<file path="config.mk">
export PLATFORM = sky130hd
export DESIGN_NAME = spi_slave_periph
export DESIGN_NICKNAME = d
export VERILOG_FILES = /design/src/rtl/spi_slave_periph_pkg.sv /design/src/rtl/spi_sync.sv /design/src/rtl/spi_slave_periph.sv
export SDC_FILE = /design/constraint.sdc
export NUM_CORES = 1
export LEC_CHECK = 0
export CORE_MARGIN = 4
export CORE_UTILIZATION = 48
export DETAILED_ROUTE_END_ITERATION = 10
export GPL_ROUTABILITY_DRIVEN = 0
export GPL_TIMING_DRIVEN = 0
export PLACE_DENSITY = 0.9
export SYNTH_ARGS = -nofsm -noshare
export SYNTH_HDL_FRONTEND = slang
export SYNTH_SLANG_ARGS = --single-unit
</file>
<file path="constraint.sdc">
create_clock -name clk -period 3.6 [get_ports clk]
set_clock_uncertainty 0.05 [all_clocks]
set_input_delay 1.08 -clock clk [delete_from_list [all_inputs] [get_ports clk]]
set_output_delay 1.08 -clock clk [all_outputs]
set_load 0.01 [all_outputs]
</file>
<file path="src/rtl/spi_slave_periph_pkg.sv">
// Shared constants and types for the SPI slave peripheral and the MCU SPI driver.
package spi_slave_periph_pkg;

    localparam int unsigned DATA_W = 32;
    localparam int unsigned BYTE_W = 8;
    localparam int unsigned ADDR_W = 3;
    localparam int unsigned CNT_W  = 3;

    // Register byte offsets on the CPU data bus
    localparam int unsigned SPI_DATA_OFF   = 0;
    localparam int unsigned SPI_STATUS_OFF = 4;

    // STATUS register bit positions
    localparam int unsigned SPI_RDY_BIT  = 0;
    localparam int unsigned SPI_BUSY_BIT = 1;
    localparam int unsigned SPI_OVR_BIT  = 2;
    localparam int unsigned SPI_IE_BIT   = 3;

    typedef enum logic {
        ST_IDLE  = 1'b0,
        ST_SHIFT = 1'b1
    } spi_state_t;

endpackage

</file>
<file path="src/rtl/spi_sync.sv">
// Two-flop synchroniser plus registered level/rise/fall detect for one asynchronous bit.
module spi_sync #(
    parameter logic RST_VAL = 1'b0
) (
    input  logic clk_i,
    input  logic rst_i,
    input  logic d_i,
    output logic level_o,
    output logic rise_o,
    output logic fall_o
);

    logic meta_q;
    logic sync_q;
    logic level_q;
    logic rise_q;
    logic fall_q;

    always_ff @(posedge clk_i) begin
        if (rst_i) begin
            meta_q  <= RST_VAL;
            sync_q  <= RST_VAL;
            level_q <= RST_VAL;
            rise_q  <= 1'b0;
            fall_q  <= 1'b0;
        end else begin
            meta_q  <= d_i;
            sync_q  <= meta_q;
            level_q <= sync_q;
            rise_q  <= sync_q & ~level_q;
            fall_q  <= ~sync_q & level_q;
        end
    end

    assign level_o = level_q;
    assign rise_o  = rise_q;
    assign fall_o  = fall_q;

endmodule

</file>
<file path="src/rtl/spi_slave_periph.sv">
// Memory-mapped SPI mode-0 slave with DATA/STATUS registers.
// Optional interrupt output enabled by SPI_SLAVE_PERIPH_IRQ_EN.
module spi_slave_periph
    import spi_slave_periph_pkg::*;
(
    input  logic              clk,
    input  logic              rst,
    input  logic [ADDR_W-1:0] addr,
    input  logic              we,
    input  logic              re,
    input  logic [DATA_W-1:0] wd,
    output logic [DATA_W-1:0] rd,
    input  logic              sck,
    input  logic              ss,
    input  logic              mosi,
    output logic              miso
`ifdef SPI_SLAVE_PERIPH_IRQ_EN
    ,
    output logic              irq
`endif
);

    logic sck_rise, sck_fall, ss_rise, ss_fall, mosi_lvl;
    logic unused_sck_lvl, unused_ss_lvl, unused_mosi_rise, unused_mosi_fall;
    logic unused_c;

    spi_sync #(.RST_VAL(1'b0)) u_sync_sck (
        .clk_i(clk), .rst_i(rst), .d_i(sck),
        .level_o(unused_sck_lvl), .rise_o(sck_rise), .fall_o(sck_fall)
    );

    // ss resets low so a frame held across reset is ignored until the next falling edge
    spi_sync #(.RST_VAL(1'b0)) u_sync_ss (
        .clk_i(clk), .rst_i(rst), .d_i(ss),
        .level_o(unused_ss_lvl), .rise_o(ss_rise), .fall_o(ss_fall)
    );

    spi_sync #(.RST_VAL(1'b0)) u_sync_mosi (
        .clk_i(clk), .rst_i(rst), .d_i(mosi),
        .level_o(mosi_lvl), .rise_o(unused_mosi_rise), .fall_o(unused_mosi_fall)
    );

    assign unused_c = ^{addr[1:0], wd[DATA_W-1:BYTE_W]};

    spi_state_t          state_q, state_d;
    logic [CNT_W-1:0]    cnt_q, cnt_d;
    logic [BYTE_W-1:0]   rx_sh_q, rx_sh_d;
    logic [BYTE_W-1:0]   tx_sh_q, tx_sh_d;
    logic [BYTE_W-1:0]   rx_data_q, rx_data_d;
    logic [BYTE_W-1:0]   hold_q, hold_d;
    logic                rdy_q, rdy_d;
    logic                ovr_q, ovr_d;
    logic                miso_q, miso_d;
    logic [BYTE_W-1:0]   byte_c;
    logic                data_sel_c, stat_sel_c;
    logic                data_rd_c, data_wr_c, stat_wr_c;
    logic [DATA_W-1:0]   status_c;
`ifdef SPI_SLAVE_PERIPH_IRQ_EN
    logic                ie_q, ie_d;
    logic                irq_q;
`endif

    assign data_sel_c = (addr[2] == 1'(SPI_DATA_OFF >> 2));
    assign stat_sel_c = (addr[2] == 1'(SPI_STATUS_OFF >> 2));
    assign data_rd_c  = re & data_sel_c;
    assign data_wr_c  = we & data_sel_c;
    assign stat_wr_c  = we & stat_sel_c;
    assign byte_c     = {rx_sh_q[BYTE_W-2:0], mosi_lvl};

    // Frame FSM and register next-state
    always_comb begin
        state_d   = state_q;
        cnt_d     = cnt_q;
        rx_sh_d   = rx_sh_q;
        tx_sh_d   = tx_sh_q;
        rx_data_d = rx_data_q;
        hold_d    = hold_q;
        rdy_d     = rdy_q;
        ovr_d     = ovr_q;
`ifdef SPI_SLAVE_PERIPH_IRQ_EN
        ie_d      = ie_q;
        if (stat_wr_c) ie_d = wd[SPI_IE_BIT];
`endif
        if (data_wr_c) hold_d = wd[BYTE_W-1:0];
        if (data_rd_c) rdy_d = 1'b0;
        if (stat_wr_c && wd[SPI_OVR_BIT]) ovr_d = 1'b0;

        case (state_q)
            ST_IDLE: begin
                if (ss_fall) begin
                    state_d = ST_SHIFT;
                    cnt_d   = '0;
                    tx_sh_d = hold_d;
                end
            end
            ST_SHIFT: begin
                if (ss_rise) begin
                    state_d = ST_IDLE;
                    cnt_d   = '0;
                end else if (sck_rise) begin
                    rx_sh_d = byte_c;
                    if (cnt_q == CNT_W'(BYTE_W - 1)) begin
                        cnt_d   = '0;
                        tx_sh_d = hold_d;
                        // A read in the completion cycle frees the slot for the new byte
                        if (!rdy_q || data_rd_c) begin
                            rx_data_d = byte_c;
                            rdy_d     = 1'b1;
                        end else begin
                            ovr_d = 1'b1;
                        end
                    end else begin
                        cnt_d = cnt_q + CNT_W'(1);
                    end
                end else if (sck_fall && (cnt_q != '0)) begin
                    tx_sh_d = {tx_sh_q[BYTE_W-2:0], 1'b0};
                end
            end
            default: state_d = ST_IDLE;
        endcase

        miso_d = (state_d == ST_SHIFT) & tx_sh_d[BYTE_W-1];
    end

    always_ff @(posedge clk) begin
        if (rst) begin
            state_q   <= ST_IDLE;
            cnt_q     <= '0;
            rx_sh_q   <= '0;
            tx_sh_q   <= '0;
            rx_data_q <= '0;
            hold_q    <= '0;
            rdy_q     <= 1'b0;
            ovr_q     <= 1'b0;
            miso_q    <= 1'b0;
`ifdef SPI_SLAVE_PERIPH_IRQ_EN
            ie_q      <= 1'b0;
            irq_q     <= 1'b0;
`endif
        end else begin
            state_q   <= state_d;
            cnt_q     <= cnt_d;
            rx_sh_q   <= rx_sh_d;
            tx_sh_q   <= tx_sh_d;
            rx_data_q <= rx_data_d;
            hold_q    <= hold_d;
            rdy_q     <= rdy_d;
            ovr_q     <= ovr_d;
            miso_q    <= miso_d;
`ifdef SPI_SLAVE_PERIPH_IRQ_EN
            ie_q      <= ie_d;
            irq_q     <= ie_q & (rdy_q | ovr_q);
`endif
        end
    end

    always_comb begin
        status_c               = '0;
        status_c[SPI_RDY_BIT]  = rdy_q;
        status_c[SPI_BUSY_BIT] = (state_q == ST_SHIFT);
        status_c[SPI_OVR_BIT]  = ovr_q;
`ifdef SPI_SLAVE_PERIPH_IRQ_EN
        status_c[SPI_IE_BIT]   = ie_q;
`else
        status_c[SPI_IE_BIT]   = 1'b0;
`endif
    end

    assign rd   = data_sel_c ? DATA_W'(rx_data_q) : status_c;
    assign miso = miso_q;
`ifdef SPI_SLAVE_PERIPH_IRQ_EN
    assign irq  = irq_q;
`endif

endmodule

</file>
* Word level (Yosys, flattened, before mapping)
Cells that the tools add are included.
Storage, ports and cells: bits in read-only memories 0, register bits after elaboration 51, bits of input ports 42, latch bits 0, output and inout port bits 33, bits in writable memories 0, memories 0
Operators by class: $lt $le $gt $ge 0, mux-type cells 28, add/subtract/negate cells 1, equal/unequal tests 6, bitwise gates (word level) 15, shift operators 0, multiply operators 0, reduce and logical (&&, ||, !) cells 9, div/mod/pow operators 0
Operators with widths (count):
- 8-bit two-way mux | 7
- 8-bit one-hot mux with 2 select lines | 1
- 1-bit two-way mux | 14
- 3-bit two-way mux | 4
- 1-bit bitwise AND | 8
- 1-bit NOT | 7
- 3-bit by 1-bit inequality test with 1-bit output, second input constant | 2
- 3-bit one-hot mux with 2 select lines | 1
- 5-bit AND reduction | 1
- 4-bit AND reduction | 1
- 3-bit by 1-bit adder with 3-bit output, second input constant | 1
- 3-bit equality test, second input constant | 1
- 3-bit inequality test, second input constant | 1
- 3-bit AND reduction | 1
- 3-bit nonzero test | 1
- 1-bit logical AND | 2
- 2-bit by 1-bit inequality test with 1-bit output, second input constant | 1
- 2-bit inequality test, second input constant | 1
- 1-bit one-hot mux with 2 select lines | 1
- 2-bit AND reduction | 1
- 1-bit logical NOT | 1
- 1-bit logical OR | 1

* Depth between registers and ports, before layout
word-level depth 8, gate-level depth with buffers 7

* By module
From an unflattened synthesis, not the netlist that was laid out.
Second synthesis, totals: cell total of the unflattened synthesis 226, area total of the unflattened synthesis 2205.9 um^2
Modules (own cells, without submodules):
- spi_slave_periph | times used 1, cells each 196, area each 1804.2 um^2
- spi_sync | times used 3, cells each 10, area each 133.9 um^2

* Worst setup path after synthesis
No wires, ideal clock.
kind input port to output port, start point input addr[2], end point output rd[0], arrival time 1.612 ns, slack 0.858 ns, required time 2.470 ns, stages on the path 2, cell sequence buf_2 -> mux2_2
On the way: cells in the longest elaborated chain, start to end 1
RTL lines:
- from (decl) | line spi_slave_periph.sv:8 | input logic [ADDR_W-1:0] addr,
- 8-bit two-way mux | line spi_slave_periph.sv:169 | assign rd = data_sel_c ? DATA_W'(rx_data_q) : status_c;
- to (decl) | line spi_slave_periph.sv:12 | output logic [DATA_W-1:0] rd,
No other way between the ends.

* Worst setup path in the final report
start point input addr[2], end point output rd[2]
Same word-level chain as after synthesis.

==> metrics.md <==
| Metric | Value |
|---|---|
| LEAKAGE | 1.184 nW |
| CTS clk-pin slew, worst paths | 0.08 ns |
| Worst-Margin Slew | 0.5081 ns |
| Final wirelength | 3892 um |
| Postcts setup bufs | 0 |
| Wire length per cell | 11.90 um |
| Final min period | 3.483 ns |
| Initial antenna violation count | 0 |
| Share of layout cells above drive strength 1 | 17.09% |
| Peak VDD IR | 0.2093 mV |
| Worst hold slack | 0.3729 ns |
| Ports | 75 |
| Sink Count | 51 |
| Max Cap Violations | 0 |
| Worst path arrival time | around 2.4 ns |
| CP Class | primary input to output port |
| Detail Route Antenna Nets | 0 |
| PD cells | about 370 nW/um^2 |
| Via/cell ratio | ~4.8 |
| Pin count of the biggest net entering global routing | 16 |
| Cell Area, Synth | 2206 um^2 |
| Switch share | 22.77% |
| Pins Over Slew Limit | 0 |
| Min-delay worst type | register to register |
| Pint | 778.6 uW |
| Critical path required time | 2.47 ns |
| Vias post-DR | approximately 1600 |
| Fillcell total | 367 |
| Sequential cell area fraction in the yosys report | 46.28% |
| Combinational power share | between 8 and 9% |
| Number of remaining DRC errors | 0 |
| RSZ-0062 raised after global routing | no |
| CTS root buf | clkbuf_8 |
| Total Power | 1.008 mW |
| Clock power frac | 33.9% |
| Number of global-route vias before repair | 1400 |
| Setup tns final | 0 ns |
| Sequential power share | 57.3% |
| Top cells by area, synth | dfxtp_1, mux2i_1, buf_4 |
| Hold Vio Cnt, Final | 0 |
| Startpoint Class | primary input |
| Setup violations, final | 0 |
| Post-DP HPWL | ~2800 um |
| Area Overhead vs Synth | 22.01% |
| Final worst-path cycle share | 96.75% |
| First-pass GRT wire length | ~6300 um |
| Area leader, netlist | dfxtp_1 |
| Nets | 319 |
| TritonCTS clock tree | yes |
| Drt first pass iters | 4 |
| H-tree depth | 2 |
| Setup crit end kind | output port |
| Port bufs | 24 |
| Max transition margin | 66.13% |
| Number of DRC markers in iteration 0 | 67 |
| Antenna Cells | 0 |
| Core area | between 4000 and 5000 um^2 |
| Yosys warnings | 0 |
| EDFF count, synth | 0 |
| Grt ovf | 0 |
| Syn Inst Count | 220 |
| Die H | 75.79 um |
| Fmax | 287.1 MHz |
| Netlist cell types | 38 |
| Asr flop ratio synth | 0% |
| Average size of a mapped cell | 10.03 um^2 |
| CTS max path bufs | 2 |
| Outcome | finished clean |
| Site Rows | 24 |
| Yosys top cell area share | 46.28% |
| Cts bufs inserted | 5 |
| Hold Buf Count CTS | 0 |
| Later-pin clock latency in the skew report | 0.30 ns |
| DIE WIDTH | 75.79 um |
| Die area | 5744 um^2 |
| GRT Util Overall | around 15% |
| Synth Register Bits | 51 |
| Leading register cell type out of synthesis | dfxtp_1 |
| Starting Density | 49.97% |
| Net Sw Power | 229.5 uW |
| Crit Path Max Fanout | 10 |
-- routing by layer --
layer | track usage, % | up-vias | wire length (um)
met2 | 23.48 | 47 | 1779
li1 | - | 806 | -
met3 | 4.354 | 7 | 308
met1 | 17.81 | 701 | 1724
met5 | 0 | - | 0
met4 | 7.379 | 0 | 79
-- through the flow --
step           setup WS (ns)  instance area [um^2]  utilization (%)  instances
5_1_grt              0.06483                  2691            60.97        327
4_1_cts               0.1019                  2691            60.97        327
3_3_place_gp         -0.1578                  2597            58.84        319
2_1_floorplan         0.8579                  2292                -        243
6_report              0.1169                  2691            60.97        327
3_5_place_dp         -0.1624                  2597            58.84        319
-- repair_timing --
| item | CTS | global route |
|---|---|---|
| gates resized for setup | 4 | 0 |
| hold endpoints to repair | 0 | 0 |
| setup endpoints to repair | 3 | 0 |
-- cell families (layout without fill, tap and decap cells) --
| logic type | Yosys count | in the layout | synth area share [%] |
|---|---|---|---|
| AOI/OAI and AO/OA | 25 | 25 | 8.395 |
| adders and majority gates | 3 | 3 | 1.702 |
| buffers and inverters | 37 | 69 | 11.12 |
| DFF | 51 | 51 | 46.28 |
| muxes | 26 | 26 | 11.97 |
| other | 1 | 24 | 0.1700 |
| and+or+nand+nor | 77 | 77 | 20.36 |
-- worst max-delay path: stages --
cell and delay, ns:
clkdlybuf4s50_1 0.47, buf_4 0.17, mux2_2 0.34, dlygate4sd2_1 0.29
-- Yosys cell counts (all sizes together), types with 2 or more instances --
master / count
nor3: 2
mux2i: 23
a31oi: 3
nand2: 5
a21o: 2
nand4b: 3
nand3: 6
buf: 32
clkbuf: 3
a21oi: 8
nor2b: 18
inv: 2
nand2b: 4
nor4b: 3
a2bb2oi: 5
nor2: 27
or2: 3
o2bb2ai: 4
nor3b: 2
mux2: 3
dfxtp: 51
ha: 3
-- final timing paths --
kind,startpoint,to,slack [ns],depth (start not counted)
max reg2reg,cnt_q[0],rx_data_q[0],1.84,6
max,addr[2],rd[2],0.12,4
min,u_sync_ss.level_o,u_sync_ss.rise_o,0.37,1
min reg2reg,u_sync_ss.level_o,u_sync_ss.rise_o,0.37,1
-- flip-flops by register name (all words and copies together), names as in the netlist, 3 cells and up --
name       count
tx_sh_q        8
rx_data_q      8
hold_q         8
cnt_q          3
rx_sh_q        7
-- layout make-up --
class | count | area, um^2 | area share, %
clock inverters | 1 | 8.758 | 0.3254
repair buffers | 24 | 236.5 | 8.787
plain buffers | 35 | 240.2 | 8.926
flip-flops and latches | 51 | 1021 | 37.94
inverters | 2 | 7.507 | 0.2789
well taps | 52 | 65.06 | 2.417
multi-input cells | 155 | 1026 | 38.12
clock buffers | 7 | 86.33 | 3.208
-- power groups by stage --
stage	registers [mW]	clock network [mW]	logic, mW
4_1_cts	0.578	0.349	0.0885
5_1_grt	0.579	0.367	0.0982
3_5_place_dp	0.591	0	0.0879
6_report	0.577	0.342	0.0887
2_1_floorplan	0.590	0	0.0624
3_3_place_gp	0.590	0	0.0870
-- cell usage in the layout, fill, tap and decap left out, drive strengths merged, types with 2 or more instances in the layout --
cell type | synthesis | layout
a2bb2oi | 5 | 5
dfxtp | 51 | 51
nor3b | 2 | 2
nor4b | 3 | 3
or2 | 3 | 3
conb | 1 | 24
nand3 | 6 | 6
nand2b | 4 | 4
nor2 | 27 | 27
a21oi | 8 | 8
dlygate4sd2 | 0 | 3
clkbuf | 3 | 10
nand2 | 5 | 5
nor3 | 2 | 2
nor2b | 18 | 18
clkdlybuf4s50 | 0 | 21
ha | 3 | 3
buf | 32 | 32
inv | 2 | 2
mux2 | 3 | 3
a31oi | 3 | 3
o2bb2ai | 4 | 4
mux2i | 23 | 23
nand4b | 3 | 3
a21o | 2 | 2
No activity file was read; power rests on OpenSTA's default activity.
